File: src/rtl/sync_tp_ram_fifo_ctrl_pkg.sv
// Shared definitions for the two-port-RAM stream FIFO controller.
//   RAM_LAT_*  : legal RAM read latencies (1 = no RAM output regs, 2 = output regs)
//   ob_depth() : prefetch buffer depth needed to cover the RAM read latency
//   ptr_inc()  : pointer increment with explicit wrap at an arbitrary depth
package sync_tp_ram_fifo_ctrl_pkg;

    localparam int unsigned RAM_LAT_NO_OREG = 1;
    localparam int unsigned RAM_LAT_OREG    = 2;

    // One slot per in-flight read plus one for the word being presented.
    function automatic int unsigned ob_depth(input int unsigned ram_latency);
        return ram_latency + 1;
    endfunction

    // Depth need not be a power of two, so wrap on an explicit compare.
    function automatic int unsigned ptr_inc(input int unsigned ptr, input int unsigned depth);
        return (ptr == depth - 1) ? 0 : ptr + 1;
    endfunction

endpackage

File: src/rtl/sync_tp_ram_fifo_obuf.sv
// Small register FIFO holding words returned by the RAM until the consumer takes them.
// Ports:
//   Clk_CI, Rst_RBI   clock, asynchronous active-low reset
//   Clr_SI            synchronous clear (drops all entries, wins over push)
//   Push_SI           write PushData_DI at the tail
//   Pop_SI            drop the head entry (ignored when empty)
//   Cnt_DO            number of entries held
//   HeadData_DO       head entry, driven from registers
module sync_tp_ram_fifo_obuf
    import sync_tp_ram_fifo_ctrl_pkg::*;
#(
    parameter int unsigned DEPTH      = 2,
    parameter int unsigned DATA_WIDTH = 32,
    parameter int unsigned CNT_WIDTH  = $clog2(DEPTH + 1)
) (
    input  logic                  Clk_CI,
    input  logic                  Rst_RBI,
    input  logic                  Clr_SI,
    input  logic                  Push_SI,
    input  logic [DATA_WIDTH-1:0] PushData_DI,
    input  logic                  Pop_SI,
    output logic [CNT_WIDTH-1:0]  Cnt_DO,
    output logic [DATA_WIDTH-1:0] HeadData_DO
);

    localparam int unsigned IDX_W = (DEPTH > 1) ? $clog2(DEPTH) : 1;

    logic [DATA_WIDTH-1:0] mem_q [DEPTH];
    logic [IDX_W-1:0]      rd_idx_q, rd_idx_d;
    logic [IDX_W-1:0]      wr_idx_q, wr_idx_d;
    logic [CNT_WIDTH-1:0]  cnt_q, cnt_d;
    logic                  full;
    logic                  do_pop;

    assign full   = (cnt_q == CNT_WIDTH'(DEPTH));
    assign do_pop = Pop_SI && (cnt_q != '0);

    always_comb begin
        rd_idx_d = rd_idx_q;
        wr_idx_d = wr_idx_q;
        cnt_d    = cnt_q + CNT_WIDTH'(Push_SI) - CNT_WIDTH'(do_pop);
        if (Push_SI) begin
            wr_idx_d = IDX_W'(ptr_inc(32'(wr_idx_q), DEPTH));
        end
        if (do_pop) begin
            rd_idx_d = IDX_W'(ptr_inc(32'(rd_idx_q), DEPTH));
        end
        if (Clr_SI) begin
            rd_idx_d = '0;
            wr_idx_d = '0;
            cnt_d    = '0;
        end
    end

    always_ff @(posedge Clk_CI or negedge Rst_RBI) begin
        if (!Rst_RBI) begin
            rd_idx_q <= '0;
            wr_idx_q <= '0;
            cnt_q    <= '0;
        end else begin
            rd_idx_q <= rd_idx_d;
            wr_idx_q <= wr_idx_d;
            cnt_q    <= cnt_d;
        end
    end

    always_ff @(posedge Clk_CI or negedge Rst_RBI) begin
        if (!Rst_RBI) begin
            for (int i = 0; i < int'(DEPTH); i++) begin
                mem_q[i] <= '0;
            end
        end else if (Push_SI && !Clr_SI) begin
            mem_q[wr_idx_q] <= PushData_DI;
        end
    end

    assign Cnt_DO      = cnt_q;
    assign HeadData_DO = mem_q[rd_idx_q];

    // The controller's read credits must keep this from ever happening.
    push_when_full_a: assert property (@(posedge Clk_CI) disable iff (!Rst_RBI)
                                       !(Push_SI && full));

endmodule

File: src/rtl/sync_tp_ram_fifo_ctrl.sv
// Stream FIFO controller in front of a synchronous two-port RAM.
// Ports:
//   Clk_CI, Rst_RBI                     clock, asynchronous active-low reset
//   Clr_SI                              synchronous clear, empties the FIFO
//   InValid_SI, InReady_SO, InData_DI   input stream
//   OutValid_SO, OutReady_SI, OutData_DO output stream (from the prefetch buffer)
//   RamWrEn_SO, RamWrAddr_DO, RamWrData_DO  RAM write port
//   RamRdEn_SO, RamRdAddr_DO, RamRdData_DI  RAM read port (data RAM_LATENCY cycles after enable)
//   Fill_DO                             words held: RAM + in flight + prefetch buffer
module sync_tp_ram_fifo_ctrl
    import sync_tp_ram_fifo_ctrl_pkg::*;
#(
    parameter int unsigned ADDR_WIDTH  = 10,
    parameter int unsigned DATA_DEPTH  = 1024,
    parameter int unsigned DATA_WIDTH  = 32,
    parameter int unsigned RAM_LATENCY = 1
) (
    input  logic                  Clk_CI,
    input  logic                  Rst_RBI,
    input  logic                  Clr_SI,
    input  logic                  InValid_SI,
    output logic                  InReady_SO,
    input  logic [DATA_WIDTH-1:0] InData_DI,
    output logic                  OutValid_SO,
    input  logic                  OutReady_SI,
    output logic [DATA_WIDTH-1:0] OutData_DO,
    output logic                  RamWrEn_SO,
    output logic [ADDR_WIDTH-1:0] RamWrAddr_DO,
    output logic [DATA_WIDTH-1:0] RamWrData_DO,
    output logic                  RamRdEn_SO,
    output logic [ADDR_WIDTH-1:0] RamRdAddr_DO,
    input  logic [DATA_WIDTH-1:0] RamRdData_DI,
    output logic [ADDR_WIDTH+1:0] Fill_DO
);

    localparam int unsigned OB_DEPTH = ob_depth(RAM_LATENCY);
    localparam int unsigned OB_CNT_W = $clog2(OB_DEPTH + 1);
    localparam int unsigned OCC_W    = OB_CNT_W + 1;
    localparam int unsigned CNT_W    = ADDR_WIDTH + 1;
    localparam int unsigned FILL_W   = ADDR_WIDTH + 2;

    logic [ADDR_WIDTH-1:0]  wr_ptr_q, wr_ptr_d;
    logic [ADDR_WIDTH-1:0]  rd_ptr_q, rd_ptr_d;
    logic [CNT_W-1:0]       ram_cnt_q, ram_cnt_d;
    logic [RAM_LATENCY-1:0] inflight_q, inflight_d;
    logic [FILL_W-1:0]      fill_q, fill_d;
    logic [OB_CNT_W-1:0]    ob_cnt;
    logic [OB_CNT_W-1:0]    inflight_cnt;
    logic [OCC_W-1:0]       occ;
    logic                   in_xfer;
    logic                   out_pop;
    logic                   rd_issue;

    assign InReady_SO  = (ram_cnt_q < CNT_W'(DATA_DEPTH)) && !Clr_SI;
    assign in_xfer     = InValid_SI && InReady_SO;
    assign OutValid_SO = (ob_cnt != '0);
    assign out_pop     = OutValid_SO && OutReady_SI;

    always_comb begin
        inflight_cnt = '0;
        for (int i = 0; i < int'(RAM_LATENCY); i++) begin
            inflight_cnt = inflight_cnt + OB_CNT_W'(inflight_q[i]);
        end
    end

    // Buffer slots committed after this edge. The slot freed by a pop in this
    // cycle is reusable immediately, which closes the credit loop in
    // RAM_LATENCY+1 cycles and keeps one word per cycle with OB_DEPTH slots.
    // A pop implies ob_cnt > 0, so this cannot underflow.
    assign occ      = OCC_W'(ob_cnt) + OCC_W'(inflight_cnt) - OCC_W'(out_pop);
    // ram_cnt_q excludes the word written this cycle, so a read never
    // targets the address being written.
    assign rd_issue = (ram_cnt_q != '0) && (occ < OCC_W'(OB_DEPTH)) && !Clr_SI;

    always_comb begin
        wr_ptr_d   = wr_ptr_q;
        rd_ptr_d   = rd_ptr_q;
        ram_cnt_d  = ram_cnt_q + CNT_W'(in_xfer) - CNT_W'(rd_issue);
        fill_d     = fill_q + FILL_W'(in_xfer) - FILL_W'(out_pop);
        inflight_d = '0;
        inflight_d[0] = rd_issue;
        for (int i = 1; i < int'(RAM_LATENCY); i++) begin
            inflight_d[i] = inflight_q[i-1];
        end
        if (in_xfer) begin
            wr_ptr_d = ADDR_WIDTH'(ptr_inc(32'(wr_ptr_q), DATA_DEPTH));
        end
        if (rd_issue) begin
            rd_ptr_d = ADDR_WIDTH'(ptr_inc(32'(rd_ptr_q), DATA_DEPTH));
        end
        if (Clr_SI) begin
            // Zeroing the in-flight valids discards data still returning from the RAM.
            wr_ptr_d   = '0;
            rd_ptr_d   = '0;
            ram_cnt_d  = '0;
            fill_d     = '0;
            inflight_d = '0;
        end
    end

    always_ff @(posedge Clk_CI or negedge Rst_RBI) begin
        if (!Rst_RBI) begin
            wr_ptr_q   <= '0;
            rd_ptr_q   <= '0;
            ram_cnt_q  <= '0;
            fill_q     <= '0;
            inflight_q <= '0;
        end else begin
            wr_ptr_q   <= wr_ptr_d;
            rd_ptr_q   <= rd_ptr_d;
            ram_cnt_q  <= ram_cnt_d;
            fill_q     <= fill_d;
            inflight_q <= inflight_d;
        end
    end

    sync_tp_ram_fifo_obuf #(
        .DEPTH      (OB_DEPTH),
        .DATA_WIDTH (DATA_WIDTH),
        .CNT_WIDTH  (OB_CNT_W)
    ) u_obuf (
        .Clk_CI      (Clk_CI),
        .Rst_RBI     (Rst_RBI),
        .Clr_SI      (Clr_SI),
        .Push_SI     (inflight_q[RAM_LATENCY-1]),
        .PushData_DI (RamRdData_DI),
        .Pop_SI      (out_pop),
        .Cnt_DO      (ob_cnt),
        .HeadData_DO (OutData_DO)
    );

    assign RamWrEn_SO   = in_xfer;
    assign RamWrAddr_DO = wr_ptr_q;
    assign RamWrData_DO = InData_DI;
    assign RamRdEn_SO   = rd_issue;
    assign RamRdAddr_DO = rd_ptr_q;
    assign Fill_DO      = fill_q;

    depth_param_a: assert property (@(posedge Clk_CI)
                                    64'(DATA_DEPTH) <= (64'd1 << ADDR_WIDTH));
    latency_param_a: assert property (@(posedge Clk_CI)
                                      (RAM_LATENCY == RAM_LAT_NO_OREG) ||
                                      (RAM_LATENCY == RAM_LAT_OREG));

endmodule

File: config.mk
export PLATFORM = sky130hd
export DESIGN_NAME = sync_tp_ram_fifo_ctrl
export DESIGN_NICKNAME = d
export VERILOG_FILES = /design/src/rtl/sync_tp_ram_fifo_ctrl_pkg.sv /design/src/rtl/sync_tp_ram_fifo_obuf.sv /design/src/rtl/sync_tp_ram_fifo_ctrl.sv
export SDC_FILE = /design/constraint.sdc
export NUM_CORES = 1
export LEC_CHECK = 0
export BUFFER_PORTS_ARGS = -buffer_cell sky130_fd_sc_hd__buf_2
export CAP_MARGIN = 25
export CORE_MARGIN = 5
export CORE_UTILIZATION = 45
export CTS_CLUSTER_DIAMETER = 60
export DETAILED_ROUTE_END_ITERATION = 16
export GPL_TIMING_DRIVEN = 0
export PLACE_DENSITY = 0.79
export REMOVE_ABC_BUFFERS = 1
export SYNTH_ARGS = -nofsm -noshare
export SYNTH_HDL_FRONTEND = slang
export SYNTH_SLANG_ARGS = --single-unit
export TNS_END_PERCENT = 50
File: constraint.sdc
create_clock -name Clk_CI -period 8.15 [get_ports Clk_CI]
set_input_delay 0.4075 -clock Clk_CI [delete_from_list [all_inputs] [get_ports Clk_CI]]
set_output_delay 0.4075 -clock Clk_CI [all_outputs]
set_load 0.01 [all_outputs]
* Word level (Yosys, flattened, before mapping)
Cells that the tools add are included.
** Cells by class
- $mul :: 0
- Magnitude comparators :: 5
- Bitwise gates (word level) :: 2
- Muxes and demuxes :: 22
- Divide/modulo/power cells :: 0
- Add/sub/neg operators :: 12
- Equality and inequality tests :: 2
- Shift-type cells :: 0
- Reductions and logical operators :: 15
** Operator list (count)
- 32-bit two-way mux :: 4
- 64-bit bitwise mux :: 1
- 10-bit two-way mux :: 6
- 32-bit demux with 1-bit select :: 1
- 10-bit by 1-bit adder with 10-bit output (second input constant) :: 2
- 10-bit == test (second input constant) :: 2
- 12-bit by 1-bit adder with 12-bit output :: 1
- 12-bit two-way mux :: 1
- 12-bit by 1-bit subtractor with 12-bit output :: 1
- 11-bit by 1-bit adder with 11-bit output :: 1
- 11-bit less-than comparator (second input constant) :: 1
- 11-bit two-way mux :: 1
- 11-bit nonzero test :: 1
- 11-bit by 1-bit subtractor with 11-bit output :: 1
- 2-bit nonzero test :: 5
- 1-bit logical AND :: 8
- 1-bit two-way mux :: 7
- 2-bit greater-or-equal comparator (second input constant) :: 2
- 1-bit inverter with 2-bit output :: 2
- 2-bit by 1-bit adder with 3-bit output :: 1
- 3-bit by 2-bit less-than comparator with 1-bit output (second input constant) :: 1
- 3-bit by 1-bit subtractor with 3-bit output :: 1
- 1-bit adder (second input constant) :: 2
- 2-bit by 1-bit adder with 2-bit output :: 1
- 4 further kinds :: 4
** Word-level totals
- Memories :: 0
- Flip-flop bits (word level) :: 112
- Latch bits :: 0
- ROM bits :: 0
- Output and inout bits :: 100
- RAM bits :: 0
- Logic and storage cells :: 68

* Longest topological paths before layout
- Word-level depth :: 8
- Gate-level depth with buffers :: 21
- Depth with buffers taken out :: 21

* By module
From an unflattened synthesis, not the netlist that was laid out.
** Unflattened totals
- Cell total of the unflattened synthesis :: 560
- Area, all modules :: 6311.1 um2
** By module, submodules not included
- sync_tp_ram_fifo_ctrl :: cells an instance 371, times used 1, area an instance 3308.2 um2
- sync_tp_ram_fifo_obuf :: cells an instance 189, times used 1, area an instance 3002.9 um2

* Least setup slack after synthesis
Ideal clock, no wire load.
- Path type :: register to register
- Start point :: register u_obuf.cnt_q[1] (netlist: u_obuf.Cnt_DO[1])
- End point :: register ram_cnt_q[8]
- Slack :: 3.854 ns
- Arrival time :: 4.169 ns
- Path buffers :: 0
- Setup time :: 0.128 ns
- Stages on the path, launching flop included :: 22
- Clock period less this slack :: 4.296 ns
- Required time :: 8.022 ns
- Cells stage by stage :: dfrtp_1 > or2_2 > nand2_1 > inv_1 > ha_1 > inv_1 > ha_1 > inv_1 > fa_1 > xnor2_1 > o311ai_2 > nor2_1 > ha_1 > inv_1 > ha_1 > inv_1 > fa_1 > nor2b_1 > o311ai_1 > nand2_1 > a221oi_2 > mux2_1
** Between the ends
- Longest elaborated chain between the ends :: 8
** Ends and longest elaborated chain
- from (decl) :: line sync_tp_ram_fifo_obuf.sv:31 : logic [CNT_WIDTH-1:0] cnt_q, cnt_d;
- from (signal assigned) :: line sync_tp_ram_fifo_obuf.sv:63 : cnt_q <= cnt_d;
- 2-bit nonzero test :: line sync_tp_ram_fifo_ctrl.sv:56 : assign OutValid_SO = (ob_cnt != '0);
- named net OutValid_SO :: line sync_tp_ram_fifo_ctrl.sv:24 : output logic OutValid_SO,
- 1-bit logical AND :: line sync_tp_ram_fifo_ctrl.sv:57 : assign out_pop = OutValid_SO && OutReady_SI;
- 3-bit by 1-bit subtractor with 3-bit output :: line sync_tp_ram_fifo_ctrl.sv:70 : assign occ = OCC_W'(ob_cnt) + OCC_W'(inflight_cnt) - OCC_W'(out_pop);
- 3-bit by 2-bit less-than comparator with 1-bit output :: line sync_tp_ram_fifo_ctrl.sv:73 : assign rd_issue = (ram_cnt_q != '0) && (occ < OCC_W'(OB_DEPTH)) && !Clr_SI;
- 1-bit logical AND (2 in series) :: line sync_tp_ram_fifo_ctrl.sv:73
- named net RamRdEn_SO :: line sync_tp_ram_fifo_ctrl.sv:30 : output logic RamRdEn_SO,
- 11-bit by 1-bit subtractor with 11-bit output :: line sync_tp_ram_fifo_ctrl.sv:78 : ram_cnt_d = ram_cnt_q + CNT_W'(in_xfer) - CNT_W'(rd_issue);
- 11-bit two-way mux :: line sync_tp_ram_fifo_ctrl.sv:91 : if (Clr_SI) begin
- named net ram_cnt_d[8] :: line sync_tp_ram_fifo_ctrl.sv:44 : logic [CNT_W-1:0] ram_cnt_q, ram_cnt_d;
- to (signal assigned) :: line sync_tp_ram_fifo_ctrl.sv:111 : ram_cnt_q <= ram_cnt_d;
- to (decl) :: line sync_tp_ram_fifo_ctrl.sv:44
The timed path passes the listed nets, and every way through them passes these cells.
A chain may end at the register's enable or synchronous reset.

* Worst setup path in the final report
- Start point :: register u_obuf.cnt_q[1] (netlist: u_obuf.Cnt_DO[1])
- End point :: register ram_cnt_q[8]
** Between the ends
- Longest elaborated chain between the ends :: 8
** Ends and longest elaborated chain (line)
- parallel branches: the longest is 2 deep, another holds 2-bit by 1-bit adder with 3-bit output
- 3-bit by 1-bit subtractor with 3-bit output (*) :: sync_tp_ram_fifo_ctrl.sv:70
- 3-bit by 2-bit less-than comparator with 1-bit output (*) :: sync_tp_ram_fifo_ctrl.sv:73
- 1-bit logical AND (*) (2 in series) :: sync_tp_ram_fifo_ctrl.sv:73
- 11-bit by 1-bit subtractor with 11-bit output (*) :: sync_tp_ram_fifo_ctrl.sv:78
- 11-bit two-way mux (*) :: sync_tp_ram_fifo_ctrl.sv:91
- named net ram_cnt_d[8] :: sync_tp_ram_fifo_ctrl.sv:44
Mark *: on every way through the listed nets, which the timed path passes.

==> results_dict.tcl <==
set metrics [dict create \
    outcome "finished, final reports clean" \
    synth_seq_cells 112 \
    critical-path-top-delay-family "adder cells" \
    clock_path_buffers 2 \
    diodes 0 \
    pin_count 169 \
    track_usage_pct 17.8 \
    layout_common_cells "dfrtp_1 (112), buf_2 (103), mux2_2 (96), nor2_1 (40)" \
    period_needed_ps 4680 \
    syn_inst 548 \
    critPathKind "flop to flop" \
    yosysUniqueCellTypes 56 \
    dp_slack_ps 3480 \
    worst-slew-pin-transition_ps 996 \
    worst_path_max_delay_cell "dfrtp_1" \
    setup_violations 0 \
    drtAntennaViolNets 0 \
    ctsRootBufferMaster "clkbuf_16" \
    final_util_pct 52.9 \
    startpoint_type "flop" \
    cp.arrival_ps 4910 \
    netlist_top_cells_area "dfrtp_1 (46%), mux2_2 (18%), ha_1 (6.1%)" \
    num_vias 4306 \
    finalHoldViolCount 0 \
    grt_max_degree 68 \
    grt_pass1_vias 4559 \
    finalWorstSetupSlack_ps 3470 \
    clk_pin_slew_ps 70 \
    drt_wl_total_mm 14.0 \
    synth_area_sq_um 6160 \
    ir_worst_vdd_mv 0.155 \
    relSlewSlack_pct 33.6 \
    synth_edf_count 0 \
    syn_avg_cell_area_sq_um 11.2 \
    finalNetCount 721 \
    cts_resized 0 \
    first_pass_iters 4 \
    fmax_mhz 214 \
    viasPerCell 5.38 \
    async_flop_share_pct 100 \
    setup_tns_ps 0 \
    clock_latency_ps 350 \
    first_iter_violations 257 \
    grt_antenna_before_repair 0 \
    cts_buffers 9 \
    wl_per_cell_microns 17.5 \
    ys.flop_type "dfrtp_1" \
    cts_hold_buf 0 \
    cp_num_buf_inv 5 \
    regArea_sq_um 2800 \
    end_kind "flop" \
    path_cells "or2_2 > nand2_1 > inv_1 > ha_1 > inv_1 > ha_1 > inv_1 > fa_1 > xnor2_1 > o311ai_2 > nor2_1 > ha_1 > inv_1 > ha_1 > inv_1 > fa_1 > nor2b_1 > o311ai_1 > nand2_1 > a221oi_2 > mux2_1" \
    drive_above_1_share_pct 37.3 \
    synth_top_family_by_area "multiplexers" \
    critPathRequiredTime_ps 8380 \
    slowest_delay_ps 450 \
    layout_commonest_cell "dfrtp_1" \
    cts_tree "done" \
    synth_xor_area_share_pct 3.41 \
    multi_input_area_sq_um 2930 \
    synth-adder-area-share_pct 7.07 \
    seq_area_frac_synth_pct 45.5 \
    core.rowCount 42 \
    yosys.area.top_type "dfrtp_1" \
    cts_max_level 3 \
    power.leakage_nw 3.39 \
    maxCapViolCount 0 \
    synthMuxAreaShare_pct 18.6 \
    gp_congestion 0.857 \
    clock_sinks 112 \
    cp_max_fo 9 \
    initial_core_util_pct 46.1 \
    areaGrowthSynthToFinish_pct 14.7 \
    holdCritPathClass "primary input to async pin" \
    p_total_mw 2.86 \
    n_fill_cell 1155 \
    pwr_density_cell_nw_per_um2 405 \
    core_sq_um 13300 \
    dieArea_sq_um 16100 \
    finalCritPeriodShare_pct 57.4 \
    grt_setup_unrepaired "no" \
    yosysWarnings 0 \
    die_y_microns 127 \
    die_w_microns 127 \
    post-cts-setup-buffers 0 \
    crit_top_cell "inv_1" \
    grt_pass1_wl_mm 23.3 \
    grt_overflow 0 \
    slew_violations 0 \
    port_buffers 104 \
    yosys.area_share.simple_pct 11.0 \
    synth_compound_area_share_pct 7.40 \
    clock-skew-final_ps 5.97 \
    yosys.area.top_type_share_pct 45.5 \
    hpwl_mm 10.6 \
    drc 0 \
]
-- power breakdown --
part,leakage [nW],switching (mW),internal [mW]
Sequential,1.42,0.133,0.780
Clock,0.169,0.197,0.295
Combinational,1.80,0.723,0.731
Total,3.39,1.05,1.81
-- through the flow --
step	hold WS, ps	area (sq um)	instances
floorplan	112	5840	497
global placement	481	6580	777
detailed placement	471	6720	784
CTS	95.7	7060	800
global route	124	7060	800
finish	82.0	7060	800
-- cells in the mapped netlist (2+ instances only) --
library cell / number
a21oi_1: 18
fa_1: 3
nand4_1: 10
o21bai_1: 2
or2_2: 2
a211oi_1: 3
buf_4: 32
o21ai_0: 12
nand2_1: 19
and3_1: 6
dfrtp_1: 112
and2_1: 3
mux2_1: 5
nor4_1: 2
nor2b_1: 19
buf_2: 3
o21a_1: 4
a31oi_1: 3
buf_1: 5
xor2_1: 13
a21o_1: 6
nor3_1: 6
nor3b_1: 2
clkbuf_1: 11
nor2_1: 40
or3_1: 3
inv_1: 30
nand3b_1: 3
mux2_2: 96
o22ai_1: 2
nand3_1: 5
o31ai_1: 2
nand2b_1: 3
xnor2_1: 11
or4_1: 2
ha_1: 30
-- worst paths after layout --
path | to | cells after the start | from | slack (ps)
max | ram_cnt_q[8] | 21 | u_obuf.Cnt_DO[1] | 3470
min | RamWrAddr_DO[8] | 1 | Rst_RBI | 80
max in group asynchronous | Fill_DO[11] | 2 | Rst_RBI | 7340
min reg2reg | u_obuf.mem_q[28] | 1 | u_obuf.mem_q[28] | 500
max reg2reg | ram_cnt_q[8] | 21 | u_obuf.Cnt_DO[1] | 3470
min in group Clk_CI | u_obuf.mem_q[63] | 2 | RamRdData_DI[31] | 300
-- layer usage --
layer / share of wire, % / wire length (microns) / global-route usage [%] / vias up
li1: - / - / - / 2020
met1: 43 / 6030 / 22.1 / 2130
met2: 46 / 6520 / 28.4 / 135
met3: 8.9 / 1250 / 7.35 / 21
met4: 1.6 / 226 / 5.68 / 0
met5: 0 / 0 / 1.55 / -
-- logic make-up (layout without fill, tap and decap cells) --
logic type,after synthesis,after routing
AO/OA/AOI/OAI,66,66
adder cells (fa/ha/maj),33,33
flip-flops,112,112
multiplexers,102,102
AND/OR/NAND/NOR,130,130
buffers and inverters,81,157
XOR/XNOR,24,24
-- registers in the layout (all words and copies together), names as in the netlist --
signal           count
u_obuf.rd_idx_q      1
RamWrAddr_DO        10
u_obuf.wr_idx_q      1
u_obuf.mem_q        64
inflight_q           1
u_obuf.Cnt_DO        2
RamRdAddr_DO        10
Fill_DO             12
ram_cnt_q           11
-- area by class of cell --
| type | count | share of cell area, % |
|---|---|---|
| clock inverter | 4 | 1.05 |
| sequential | 112 | 39.7 |
| tap | 176 | 3.12 |
| clock buffer | 12 | 3.77 |
| timing repair buffer | 111 | 9.25 |
| multi-input combinational | 355 | 41.5 |
| inverter | 30 | 1.59 |
Note: power is estimated with default switching activity, not from simulation.
